$ cat config.mk
export PLATFORM = sky130hd
export DESIGN_NAME = seq_shifter
export DESIGN_NICKNAME = d
export VERILOG_FILES = /design/src/rtl/seq_shifter_pkg.sv /design/src/rtl/seq_shifter_step.sv /design/src/rtl/seq_shifter.sv
export SDC_FILE = /design/constraint.sdc
export NUM_CORES = 1
export LEC_CHECK = 0
export CAP_MARGIN = 5
export CORE_UTILIZATION = 40
export CTS_CLUSTER_DIAMETER = 80
export DETAILED_ROUTE_END_ITERATION = 7
export GPL_ROUTABILITY_DRIVEN = 0
export PLACE_DENSITY = 0.69
export RECOVER_POWER = 50
export SLEW_MARGIN = 20
export SYNTH_ARGS = -nofsm -noshare
export SYNTH_HDL_FRONTEND = slang
export SYNTH_SLANG_ARGS = --single-unit
$ cat constraint.sdc
create_clock -name clk -period 1.47 [get_ports clk]
set_input_delay 0.294 -clock clk [delete_from_list [all_inputs] [get_ports clk]]
set_output_delay 0.294 -clock clk [all_outputs]
set_load 0.02 [all_outputs]
$ cat src/rtl/seq_shifter_pkg.sv
// Shared encodings and default sizing for the iterative shift engine.
package seq_shifter_pkg;

    localparam int DEF_WIDTH = 16;
    localparam int DEF_AMTW  = 4;

    typedef enum logic [1:0] {
        OP_ROR = 2'b00,
        OP_LSL = 2'b01,
        OP_LSR = 2'b10,
        OP_ASR = 2'b11
    } op_t;

    typedef enum logic [1:0] {
        S_IDLE  = 2'b00,
        S_SHIFT = 2'b01,
        S_DONE  = 2'b10
    } state_t;

endpackage

$ cat src/rtl/seq_shifter_step.sv
// One-bit shift/rotate step; the top level iterates this once per clock.
module shift_step
    import seq_shifter_pkg::*;
#(
    parameter int WIDTH = DEF_WIDTH
) (
    input  logic [WIDTH-1:0] x,
    input  logic [1:0]       op,
    output logic [WIDTH-1:0] y
);

    always_comb begin
        y = x;
        case (op)
            OP_ROR:  y = {x[0], x[WIDTH-1:1]};
            OP_LSL:  y = {x[WIDTH-2:0], 1'b0};
            OP_LSR:  y = {1'b0, x[WIDTH-1:1]};
            OP_ASR:  y = {x[WIDTH-1], x[WIDTH-1:1]};
            default: y = x;
        endcase
    end

endmodule

$ cat src/rtl/seq_shifter.sv
// Multi-cycle shifter: captures operands on start, applies one bit step per clock.
//   state   | meaning
//   S_IDLE  | waiting for start, sout holds last result
//   S_SHIFT | cnt steps remaining, one applied per clock
//   S_DONE  | result valid, done pulses for this cycle
module seq_shifter
    import seq_shifter_pkg::*;
#(
    parameter int WIDTH = DEF_WIDTH,
    parameter int AMTW  = DEF_AMTW
) (
    input  logic             clk,
    input  logic             reset_n,
    input  logic             start,
    input  logic [WIDTH-1:0] in,
    input  logic [1:0]       op,
    input  logic [AMTW-1:0]  amt,
    output logic             busy,
    output logic             done,
    output logic [WIDTH-1:0] sout
);

    localparam logic [AMTW-1:0] CNT_ONE = AMTW'(1);

    state_t           state, state_nxt;
    op_t              opq, opq_nxt;
    logic [AMTW-1:0]  cnt, cnt_nxt;
    logic [WIDTH-1:0] sout_nxt;
    logic [WIDTH-1:0] step_y;

    shift_step #(.WIDTH(WIDTH)) u_step (
        .x  (sout),
        .op (opq),
        .y  (step_y)
    );

    always_ff @(posedge clk) begin
        if (!reset_n) begin
            state <= S_IDLE;
            opq   <= OP_ROR;
            cnt   <= '0;
            sout  <= '0;
        end else begin
            state <= state_nxt;
            opq   <= opq_nxt;
            cnt   <= cnt_nxt;
            sout  <= sout_nxt;
        end
    end

    always_comb begin
        state_nxt = state;
        opq_nxt   = opq;
        cnt_nxt   = cnt;
        sout_nxt  = sout;
        case (state)
            S_IDLE: begin
                if (start) begin
                    sout_nxt  = in;
                    opq_nxt   = op_t'(op);
                    cnt_nxt   = amt;
                    state_nxt = S_SHIFT;
                end
            end
            S_SHIFT: begin
                if (cnt != '0) begin
                    sout_nxt = step_y;
                    cnt_nxt  = cnt - CNT_ONE;
                end else begin
                    state_nxt = S_DONE;
                end
            end
            S_DONE:  state_nxt = S_IDLE;
            default: state_nxt = S_IDLE;
        endcase
    end

    // Decoded from the state register only, so no input-to-output path.
    assign busy = (state != S_IDLE);
    assign done = (state == S_DONE);

endmodule

==> results.py <==
metrics = {
    "place": {
        "hpwl_um": 3067,
        "io_buffers": 42,
        "place_inst": 250,
        "dp_slack_ns": -0.1263,
    },
    "cells_and_area": {
        "area_growth_pct": 40.85,
        "layoutNonFillerInstCount": 259,
        "fin_nets": 242,
        "n_antenna_cell": 0,
        "final_cell_mix": "24 x dfxtp_1, 24 x clkdlybuf4s50_1, 20 x nand2_1",
        "n_fill_cell": 332,
        "layout-drive-gt1-share": 0.1831,
    },
    "timing": {
        "finalHoldViolations": 0,
        "slew_headroom": 0.7874,
        "clock_skew_ns": 0.007786,
        "fin_crit_sh": 0.9319,
        "layout_setup_ws_ns": 0.1001,
        "rsz0062_at_grt": "no",
        "fmax_ghz": 0.7300,
        "setup_viol": 0,
        "slew_violations": 0,
        "final.min_clock_period_ns": 1.370,
        "tightestPinTransition_ns": 0.3190,
    },
    "setup_path": {
        "cp.buffers_inverters": 2,
        "rr_worst_depth": 5,
        "crit_arrival_ns": 1.52,
        "cp_num_cells": 5,
        "crit_fanout": 11,
        "r2r-end": "sout[8]$_SDFFE_PN0P_",
        "endpoint": "sout[8]$_SDFFE_PN0P_",
        "r2r-start": "state[1]$_SDFFE_PN0P_",
        "crit_type": "reg2reg",
        "cp-end-kind": "register",
        "crit_family": "compound AO/OA/AOI/OAI gates",
        "crit_path_frequent_cell": "buf_4",
        "cp.required_ns": 1.62,
        "crit_path_top_delay_cell": "dfxtp_1",
        "r2r_slack_ns": 0.10,
        "critPathLaunchType": "register",
        "cp_cell_sequence": "buf_4, o21ba_4, and2_4, buf_4, o22ai_1",
        "slowest_delay_ns": 0.32,
        "crit_path_start": "state[1]$_SDFFE_PN0P_",
    },
    "synthesis": {
        "synthDistinctLibCells": 37,
        "synth_edf_count": 0,
        "syn_nets": 189,
        "avgSynthCellArea_um2": 9.114,
        "async_flop_share": 0,
        "ys_seq_area_frac": 0.3254,
        "yosysWarnings": 0,
        "synthesis.area_um2": 1476,
        "ys_ff_latch": 24,
        "ys.flop_type": "dfxtp_1",
        "syn_inst": 162,
    },
    "floorplan": {
        "die_w_um": 62.76,
        "start_util": 0.4289,
        "die_area_um2": 3938,
        "rows": 21,
        "die_h_um": 62.76,
        "core_um2": 3442,
        "ios": 43,
    },
    "clock_network": {
        "cts-root-buf": "clkbuf_8",
        "cts_buffer_depth": 2,
        "clkTransAtPathRegs_ns": 0.09,
        "htree_levels": 1,
        "cts_tree": "yes",
        "hold_buffers": 0,
        "cts_buffers": 3,
        "cts.sinks": 24,
        "worstSkewPairLatency_ns": 0.26,
    },
    "global_routing": {
        "track_usage": 0.2262,
        "antenna_found_initial": 0,
        "grt_pass1_wl_um": 7169,
        "overflow": 0,
        "grt_max_degree": 22,
        "grt_pass1_vias": 1470,
    },
    "power": {
        "p_total_w": 0.002397,
        "ir_drop_mv": 0.4462,
        "p_leak_nw": 0.8806,
        "power_per_cell_area_nw_per_um2": 1153,
    },
    "drt": {
        "drtIter0Drc": 131,
        "drt_wl_total_um": 4517,
        "via_per_inst": 5.985,
        "antenna_left": 0,
        "wl_per_cell_um": 17.44,
        "firstDrtPassIters": 4,
        "drc": 0,
        "vias": 1550,
    },
    "flow_run": {
        "maxCapViolCount": 0,
    },
    "worst_hold_path": {
        "min_path_type": "reg2reg",
    },
    "run_status": {
        "outcome": "finished, final reports clean",
    },
}
Yosys cell counts, types with 2 or more instances:
cell type	n	share of area
o211a_1	2	0.014
nand2_1	20	0.051
o211ai_1	2	0.010
buf_4	5	0.025
o22ai_1	12	0.051
inv_1	4	0.010
a21oi_1	4	0.014
clkbuf_1	5	0.013
mux2i_1	2	0.014
buf_6	3	0.023
buf_2	5	0.017
nor2_1	2	0.0051
nand3_1	2	0.0068
nor3b_1	3	0.015
ha_1	2	0.017
nand2b_2	2	0.012
nor2b_1	2	0.0085
a211oi_1	14	0.071
a311oi_1	2	0.012
o22ai_2	3	0.025
dfxtp_1	24	0.33
and3b_1	14	0.083
o2111ai_1	14	0.083
layer usage:
layer / routed length (um) / share of wire / vias to the layer above / track usage
li1: - / - / 744 / -
met1: 2153 / 0.48 / 761 / 0.3106
met2: 2171 / 0.48 / 43 / 0.3668
met3: 164 / 0.036 / 2 / 0.02737
met4: 27 / 0.0060 / 0 / 0.06977
met5: 0 / 0 / - / 0
worst reg2reg max path: cells and delay by family, from the launching register on:
| family | cells | cell delay (ns) |
|---|---|---|
| AOI/OAI and AO/OA | 2 | 0.39 |
| DFF | 1 | 0.32 |
| and+or+nand+nor | 1 | 0.21 |
| buffers and inverters | 2 | 0.34 |
through the flow:
stage,hold WS [ns],area [um2],TNS (ns),util
2_1_floorplan,0.4412,1476,0,-
3_3_place_gp,0.4930,1999,-1.005,0.5809
3_5_place_dp,0.4955,1999,-1.717,0.5809
4_1_cts,0.5073,2019,0,0.5867
5_1_grt,0.5247,2079,0,0.6041
6_report,0.5101,2079,0,0.6041
final cells by class:
class | count | area, um2 | area share
well taps | 46 | 57.56 | 0.02768
clock buffers | 3 | 41.29 | 0.01986
flip-flops and latches | 24 | 480.5 | 0.2310
multi-input cells | 118 | 905.9 | 0.4356
inverters | 4 | 15.01 | 0.007220
repair buffers | 64 | 579.3 | 0.2786
worst min path at each step:
stage / from / endpoint / slack [ns] / cells after the start
2_1_floorplan: op[0] / opq[0]$_SDFFE_PN0P_ / 0.44 / 2
3_3_place_gp: sout[6]$_SDFFE_PN0P_ / sout[6]$_SDFFE_PN0P_ / 0.49 / 2
3_5_place_dp: sout[2]$_SDFFE_PN0P_ / sout[2]$_SDFFE_PN0P_ / 0.50 / 2
4_1_cts: sout[2]$_SDFFE_PN0P_ / sout[2]$_SDFFE_PN0P_ / 0.51 / 2
5_1_grt: sout[2]$_SDFFE_PN0P_ / sout[2]$_SDFFE_PN0P_ / 0.52 / 2
6_report: sout[6]$_SDFFE_PN0P_ / sout[6]$_SDFFE_PN0P_ / 0.51 / 2
kinds of logic after synthesis:
kind of cell	share of synthesized area
and+or+nand+nor	0.2237
DFF	0.3254
adders and majority gates	0.01695
AOI/OAI and AO/OA	0.3246
buffers and inverters	0.08813
muxes	0.02119
state kept, by name, indices dropped and copies added, names as in the netlist:
register / count
cnt: 4
opq: 2
sout: 16
state: 2
timing repair:
item / CTS / global route
gates resized for setup: 19 / 5
buffers inserted: 0 / 4
gates cloned: 0 / 2
setup endpoints to repair: 18 / 20
pin swaps: 0 / 3
power by group:
part / switching (W) / leakage (nW) / internal [W]
combinational: 0.000586 / 0.661 / 0.000534
clock: 0.000207 / 0.0216 / 0.000183
sequential: 0.000120 / 0.198 / 0.000768
Power figures use the tool's default switching activity.
